`config.mk`:
```
export PLATFORM = sky130hd
export DESIGN_NAME = display_console
export DESIGN_NICKNAME = d
export VERILOG_FILES = /design/src/rtl/display_console.sv
export SDC_FILE = /design/constraint.sdc
export NUM_CORES = 1
export LEC_CHECK = 0
export BUFFER_PORTS_ARGS = -buffer_cell sky130_fd_sc_hd__buf_2
export CELL_PAD_IN_SITES_DETAIL_PLACEMENT = 0
export CELL_PAD_IN_SITES_GLOBAL_PLACEMENT = 2
export CORE_ASPECT_RATIO = 0.75
export CORE_UTILIZATION = 35
export CTS_CLUSTER_DIAMETER = 30
export DETAILED_ROUTE_END_ITERATION = 6
export PLACE_DENSITY = 0.82
export SYNTH_ARGS = -nofsm -noshare
export SYNTH_HDL_FRONTEND = slang
export SYNTH_SLANG_ARGS = --single-unit
export TNS_END_PERCENT = 10
```
`constraint.sdc`:
```
create_clock -name Clk -period 7.3 [get_ports Clk]
set_input_delay 1.825 -clock Clk [delete_from_list [all_inputs] [get_ports Clk]]
set_output_delay 1.825 -clock Clk [all_outputs]
set_load 0.01 [all_outputs]
```
`src/rtl/display_console.sv`:
```
// display_console: character sink for the memory-mapped display.
// Renders each accepted character into a COLS x ROWS text VRAM, tracks the
// cursor, handles LF/CR/BS/FF and scrolls by rotating the physical top row.
module display_console #(
    parameter int unsigned COLS   = 80,
    parameter int unsigned ROWS   = 30,
    parameter int unsigned COL_W  = 7,
    parameter int unsigned ROW_W  = 5,
    parameter int unsigned ADDR_W = 12
) (
    input  logic              Clk,
    input  logic              Reset,
    input  logic              Char_Valid,
    input  logic [7:0]        Char_In,
    output logic              Ready,
    output logic              VRAM_WE,
    output logic [ADDR_W-1:0] VRAM_Addr,
    output logic [7:0]        VRAM_Data,
    output logic [ROW_W-1:0]  Top_Row,
    output logic [COL_W-1:0]  Cursor_Col,
    output logic [ROW_W-1:0]  Cursor_Row
);

    typedef enum logic [1:0] {
        ST_IDLE,
        ST_EXEC,
        ST_CLR_LINE,
        ST_CLR_ALL
    } state_t;

    localparam logic [COL_W-1:0]  LAST_COL   = COL_W'(COLS - 1);
    localparam logic [ROW_W-1:0]  LAST_ROW   = ROW_W'(ROWS - 1);
    localparam logic [ADDR_W-1:0] LINE_LAST  = ADDR_W'(COLS - 1);
    localparam logic [ADDR_W-1:0] CELL_LAST  = ADDR_W'(ROWS * COLS - 1);
    localparam logic [ADDR_W-1:0] COLS_A     = ADDR_W'(COLS);
    localparam logic [ROW_W:0]    ROWS_S     = (ROW_W + 1)'(ROWS);
    localparam logic [7:0]        SPACE      = 8'h20;

    state_t              state_q, state_d;
    logic [7:0]          char_q, char_d;
    logic [COL_W-1:0]    col_q, col_d;
    logic [ROW_W-1:0]    row_q, row_d;
    logic [ROW_W-1:0]    top_q, top_d;
    logic [ADDR_W-1:0]   k_q, k_d;
    logic [ADDR_W-1:0]   line_base_q, line_base_d;

    logic [ROW_W:0]      row_sum;
    logic [ROW_W-1:0]    phys_row;
    logic [ADDR_W-1:0]   cell_base;
    logic [COL_W-1:0]    prev_col;
    logic                printable;
    logic                do_nl;

    // Physical row of the cursor and the VRAM base address of that row
    always_comb begin
        row_sum = {1'b0, top_q} + {1'b0, row_q};
        if (row_sum >= ROWS_S) begin
            row_sum = row_sum - ROWS_S;
        end
        phys_row  = row_sum[ROW_W-1:0];
        cell_base = ADDR_W'(phys_row) * COLS_A;
        prev_col  = col_q - 1'b1;
        printable = (char_q >= 8'h20) && (char_q <= 8'h7E);
    end

    // Next-state logic: command decode, cursor movement and clear counters
    always_comb begin
        state_d     = state_q;
        char_d      = char_q;
        col_d       = col_q;
        row_d       = row_q;
        top_d       = top_q;
        k_d         = k_q;
        line_base_d = line_base_q;
        do_nl       = 1'b0;
        unique case (state_q)
            ST_IDLE: begin
                if (Char_Valid) begin
                    char_d  = Char_In;
                    state_d = ST_EXEC;
                end
            end
            ST_EXEC: begin
                state_d = ST_IDLE;
                if (printable) begin
                    if (col_q == LAST_COL) begin
                        do_nl = 1'b1;
                    end else begin
                        col_d = col_q + 1'b1;
                    end
                end else if (char_q == 8'h0A) begin
                    do_nl = 1'b1;
                end else if (char_q == 8'h0D) begin
                    col_d = '0;
                end else if (char_q == 8'h08) begin
                    if (col_q != '0) begin
                        col_d = prev_col;
                    end
                end else if (char_q == 8'h0C) begin
                    col_d   = '0;
                    row_d   = '0;
                    top_d   = '0;
                    k_d     = '0;
                    state_d = ST_CLR_ALL;
                end
                // Scrolling: the old top physical row becomes the new bottom line
                if (do_nl) begin
                    col_d = '0;
                    if (row_q != LAST_ROW) begin
                        row_d = row_q + 1'b1;
                    end else begin
                        top_d       = (top_q == LAST_ROW) ? '0 : top_q + 1'b1;
                        line_base_d = ADDR_W'(top_q) * COLS_A;
                        k_d         = '0;
                        state_d     = ST_CLR_LINE;
                    end
                end
            end
            ST_CLR_LINE: begin
                if (k_q == LINE_LAST) begin
                    k_d     = '0;
                    state_d = ST_IDLE;
                end else begin
                    k_d = k_q + 1'b1;
                end
            end
            ST_CLR_ALL: begin
                if (k_q == CELL_LAST) begin
                    k_d     = '0;
                    state_d = ST_IDLE;
                end else begin
                    k_d = k_q + 1'b1;
                end
            end
            default: state_d = ST_IDLE;
        endcase
    end

    // Moore outputs decoded from state and registers
    always_comb begin
        Ready     = 1'b0;
        VRAM_WE   = 1'b0;
        VRAM_Addr = '0;
        VRAM_Data = '0;
        unique case (state_q)
            ST_IDLE: Ready = 1'b1;
            ST_EXEC: begin
                if (printable) begin
                    VRAM_WE   = 1'b1;
                    VRAM_Addr = cell_base + ADDR_W'(col_q);
                    VRAM_Data = char_q;
                end else if ((char_q == 8'h08) && (col_q != '0)) begin
                    VRAM_WE   = 1'b1;
                    VRAM_Addr = cell_base + ADDR_W'(prev_col);
                    VRAM_Data = SPACE;
                end
            end
            ST_CLR_LINE: begin
                VRAM_WE   = 1'b1;
                VRAM_Addr = line_base_q + k_q;
                VRAM_Data = SPACE;
            end
            ST_CLR_ALL: begin
                VRAM_WE   = 1'b1;
                VRAM_Addr = k_q;
                VRAM_Data = SPACE;
            end
            default: Ready = 1'b0;
        endcase
    end

    assign Top_Row    = top_q;
    assign Cursor_Col = col_q;
    assign Cursor_Row = row_q;

    // State and datapath registers with synchronous reset
    always_ff @(posedge Clk) begin
        if (Reset) begin
            state_q     <= ST_IDLE;
            char_q      <= '0;
            col_q       <= '0;
            row_q       <= '0;
            top_q       <= '0;
            k_q         <= '0;
            line_base_q <= '0;
        end else begin
            state_q     <= state_d;
            char_q      <= char_d;
            col_q       <= col_d;
            row_q       <= row_d;
            top_q       <= top_d;
            k_q         <= k_d;
            line_base_q <= line_base_d;
        end
    end

endmodule

```
Yosys cells after proc, flatten, opt, wreduce, memory -nomap -nowiden
Cells that the tools add are included.

operators by class
  reductions and logical operators = 11
  bitwise gates (word level) = 1
  multiplexer cells = 59
  add/subtract/negate cells = 10
  equality and inequality tests = 18
  $lt $le $gt $ge = 3
  multiply operators = 2

operators by type and width
  operator                                                        number
  2-to-1 mux 12 bit                                               11
  2-to-1 mux 5 bit                                                16
  case mux 12 bit (3 select lines)                                2
  2-to-1 mux 7 bit                                                8
  == test 8 x 4 -> 1 bit, second input constant                   4
  adder 12 x 7 -> 12 bit                                          2
  2-to-1 mux 2 bit                                                10
  multiplier 5 x 3 -> 8 bit, second input constant                2
  case mux 8 bit (2 select lines)                                 1
  adder 12 x 1 -> 12 bit, second input constant                   1
  adder 12 bit                                                    1
  == test 12 bit, second input constant                           1
  == test 12 x 7 -> 1 bit, second input constant                  1
  adder 5 x 1 -> 5 bit, second input constant                     2
  >= comparator 8 x 6 -> 1 bit, second input constant             1
  less-or-equal comparator 8 x 7 -> 1 bit, second input constant  1
  2-to-1 mux 8 bit                                                1
  case mux 2 bit (4 select lines)                                 1
  adder 7 x 1 -> 7 bit, second input constant                     1
  == test 7 bit, second input constant                            1
  2-to-1 mux 1 bit                                                7
  nonzero test 7 bit                                              1
  subtractor 7 x 1 -> 7 bit, second input constant                1
  adder 5 x 5 -> 6 bit                                            1
  20 further kinds                                                26

word-level totals
  output and inout bits = 39
  register bits = 47
  bits of input ports = 11

Longest topological paths before layout
  depth after elaboration = 9
  gate-level depth with buffers = 19
  depth with buffers taken out = 19

Worst setup path before layout
OpenSTA, ideal clock, no wires.

  path kind = register to output
  start point = register top_q[0], in the netlist Top_Row[0]
  end point = output VRAM_Addr[10]
  stages on the path, launching flop included = 19
  arrival time = 4.455 ns
  slack = 1.020 ns
  path buffers = 0
  cells stage by stage = dfxtp_1 > ha_1 > fa_1 > xnor2_1 > nor2_1 > a311o_1 > a211oi_1 > xnor2_1 > inv_1 > ha_1 > ha_1 > inv_1 > fa_1 > nor2b_1 > o211ai_1 > mux2i_1 > xnor2_1 > xnor2_1 > o211ai_1

between the ends
  cells in the longest elaborated chain, start to end = 8

RTL lines
  item                                                                     RTL line  text
  start, declared                                                          43        logic [ROW_W-1:0] top_q, top_d;
  start signal, assigned                                                   191       top_q <= top_d;
  adder 5 x 5 -> 6 bit *                                                   56        row_sum = {1'b0, top_q} + {1'b0, row_q};
  subtractor 5 bit / >= comparator 6 x 5 -> 1 bit (equally long branches)  58, 57
  2-to-1 mux 5 bit *                                                       57        if (row_sum >= ROWS_S) begin
  multiplier 5 x 3 -> 8 bit *                                              61        cell_base = ADDR_W'(phys_row) * COLS_A;
  adder 12 x 7 -> 12 bit                                                   154       VRAM_Addr = cell_base + ADDR_W'(prev_col);
  2-to-1 mux 12 bit                                                        152       end else if ((char_q == 8'h08) && (col_q != '0)) begin
  2-to-1 mux 12 bit *                                                      148       if (printable) begin
  case mux 12 bit (3 select lines) *                                       145       unique case (state_q)
  end, declared                                                            17        output logic [ADDR_W-1:0] VRAM_Addr,

Every way passes the cells marked *; elsewhere a longest branch is shown, timed or not.

Worst setup path in the final report
Same ends and word-level chain as after synthesis.

==> reports/results.ini <==
[synth]
synthArstFlopShare_pct=0
ys_seq_area_share_pct=22.74
synth-edff-count=0
synth_nets=586
synthDistinctLibCells=64
netlist_area_mm2=0.004138
yosysWarnings=0
syn_avg_cell_area_um2=7.807
synth_cells=530
ys_ff_latch=47
yosys_most_used_dff=dfxtp_1

[sta]
setup_tns_ps=0
rsz0062_at_grt=no
setup_viol=0
clock_skew_ps=5.347
slew_violations=0
timing.final.hold_violations=0
slew_headroom_pct=22.97
max_freq_ghz=0.1439
tightest_slew_ps=1148
layout_worst_path_cycle_share_pct=95.19
fin_crit_ps=6949

[routing]
wl_per_cell_um=16.54
post_drt_via_cell_ratio=5.557
drcViolationCount=0
num_vias=4001
drt_iter0_drc=256
dr.pass1.iters=4
drt-total-wl_um=11910
ant_nets=0

[setup_path]
critPathRequiredTime_ps=5480
arrival_ps=5120
critPathMaxFanout=10
r2r_slack_ps=4470
worst_setup_path_start_kind=flop
critPathKind=reg -> out
critPathCaptureType=primary output

[grt]
grt_use_total_pct=20.36
grt_antenna_before_repair=0
grt_remaining_overflow=0
grt_pass1_wl_um=19600
grt_max_degree=46
grt_pass1_vias=3752

[die]
die_area_mm2=0.01227
die_y_um=96.16
rows=33
pin_count=50
die_w_um=127.6
initial_utilization_pct=36.84
core_area_mm2=0.01123

[clocking]
cts_hold_buffers=0
clock_sinks=47
clkLatencyLatePin_ps=290
cts.clk_slew.worst_paths_ps=70
h-tree-depth=2
clockRootBuffer=clkbuf_16
cts_tree=built
cts_buffer_depth=2
numCtsBuffers=5

[layout]
antenna_cells=0
seq_area_um2=940.9
area_growth_pct=13.06
final_common_cell=a21oi_1
n_fill_cell=1199
layout_common_cells=a21oi_1 (51), buf_2 (48), dfxtp_1 (47)
drive_gt1_share_pct=13.85
layout.nets=619
multi_input_area_mm2=0.003037

[place]
globalplace.congestion=0.8716
dp_hpwl_um=8880
io_buffers=48

[pwr]
finalPower_w=0.0005915
leakage_nw=2.134
ir_drop_v=0.00007752
p_per_area_mw_per_mm2=126.4

[run]
maxCapViolCount=0

[status]
status=finished, final reports clean

[worst_hold_path]
holdCritPathClass=reg -> reg

==> power by group <==
group / switching, W / internal, W
clock network: 0.000101 / 0.000160
logic: 0.0000405 / 0.0000230
registers: 0.00000683 / 0.000260
==> cells in the mapped netlist, types with 6 or more instances <==
master	instances	area (um2)
ha_1	39	488.0
dfxtp_1	47	940.9
clkbuf_1	20	75.07
o21ai_0	40	200.2
a211oi_1	9	67.56
nor2b_1	9	56.30
fa_1	6	120.1
a21oi_1	51	255.2
or3_1	9	56.30
nand4_1	6	37.54
and3_1	14	87.58
inv_1	20	75.07
nand3_1	16	80.08
nor3_1	11	55.05
xnor2_1	18	157.7
a31oi_1	8	50.05
nand2b_1	6	37.54
nor2_1	44	165.2
nand2_1	38	142.6
a21o_1	10	75.07
mux2i_1	20	200.2
==> repair_timing <==
action,in CTS,in global routing
resized for setup,0,4
buffers inserted,0,0
endpoints found under the setup margin,0,3
==> cells by family after synthesis <==
logic type	Yosys count	share of synthesized area (%)
simple gates	184	23.22
compound gates	161	24.22
flops	47	22.74
buf+inv	46	4.415
fa+ha+maj	45	14.70
xor+xnor	23	4.868
mux	23	5.745
other cells	1	0.09063
==> layout make-up <==
cell class | instances | area share [%]
clock buffer | 6 | 2.755
clock inverter | 1 | 0.6419
inverter | 20 | 1.605
multi-input combinational | 437 | 64.91
sequential | 47 | 20.11
tap | 157 | 4.199
timing repair buffer | 52 | 5.777
==> stage by stage <==
stage / util, % / instances / setup WS [ps] / area, um2 / hold slack [ps]
after global placement: 40.04 / 713 / 674.0 / 4497 / 460.4
after floorplan: - / 530 / 1020 / 4138 / 440.6
after global routing: 41.66 / 720 / 44.23 / 4678 / 510.1
final: 41.66 / 720 / 350.8 / 4678 / 466.9
after CTS: 41.46 / 720 / 84.59 / 4656 / 469.6
after detailed placement: 40.04 / 713 / 422.7 / 4497 / 460.0
==> critical path: stages (launching register included) <==
cell and delay (ps):
dfxtp_1 420, ha_1 280, fa_1 410, xnor2_1 350, nor2_1 70, a311o_1 330, a211oi_2 380, xnor2_2 180
inv_1 140, ha_1 330, ha_1 220, inv_1 70, fa_1 460, nor2b_2 250, o211ai_1 150, mux2i_1 210
xnor2_1 160, xnor2_1 170, o211ai_1 100, buf_2 160
==> state kept, by name (all words and copies together), names as in the netlist <==
| signal | flops |
|---|---|
| char_q | 8 |
| Cursor_Col | 7 |
| line_base_q | 8 |
| Top_Row | 5 |
| k_q | 12 |
| Cursor_Row | 5 |
| state_q | 2 |
==> worst paths after layout <==
path	start	to	cells past startpoint
hold reg to reg	line_base_q[11]$_SDFFE_PP0P_	line_base_q[11]$_SDFFE_PP0P_	2
setup / recovery	Top_Row[0]$_SDFFE_PP0P_	VRAM_Addr[10]	19
setup reg to reg	Cursor_Col[1]$_SDFFE_PP0P_	k_q[8]$_SDFFE_PP0P_	7
hold / removal	line_base_q[11]$_SDFFE_PP0P_	line_base_q[11]$_SDFFE_PP0P_	2
==> per-layer routing <==
metal | wire, um | vias to the layer above | track usage, %
met5 | 0 | - | 0
met4 | 51 | 0 | 2.976
met3 | 372 | 4 | 3.002
met2 | 4907 | 76 | 31.92
met1 | 6575 | 1906 | 29.81
li1 | - | 2015 | -
(Power assumes the default switching activity.)
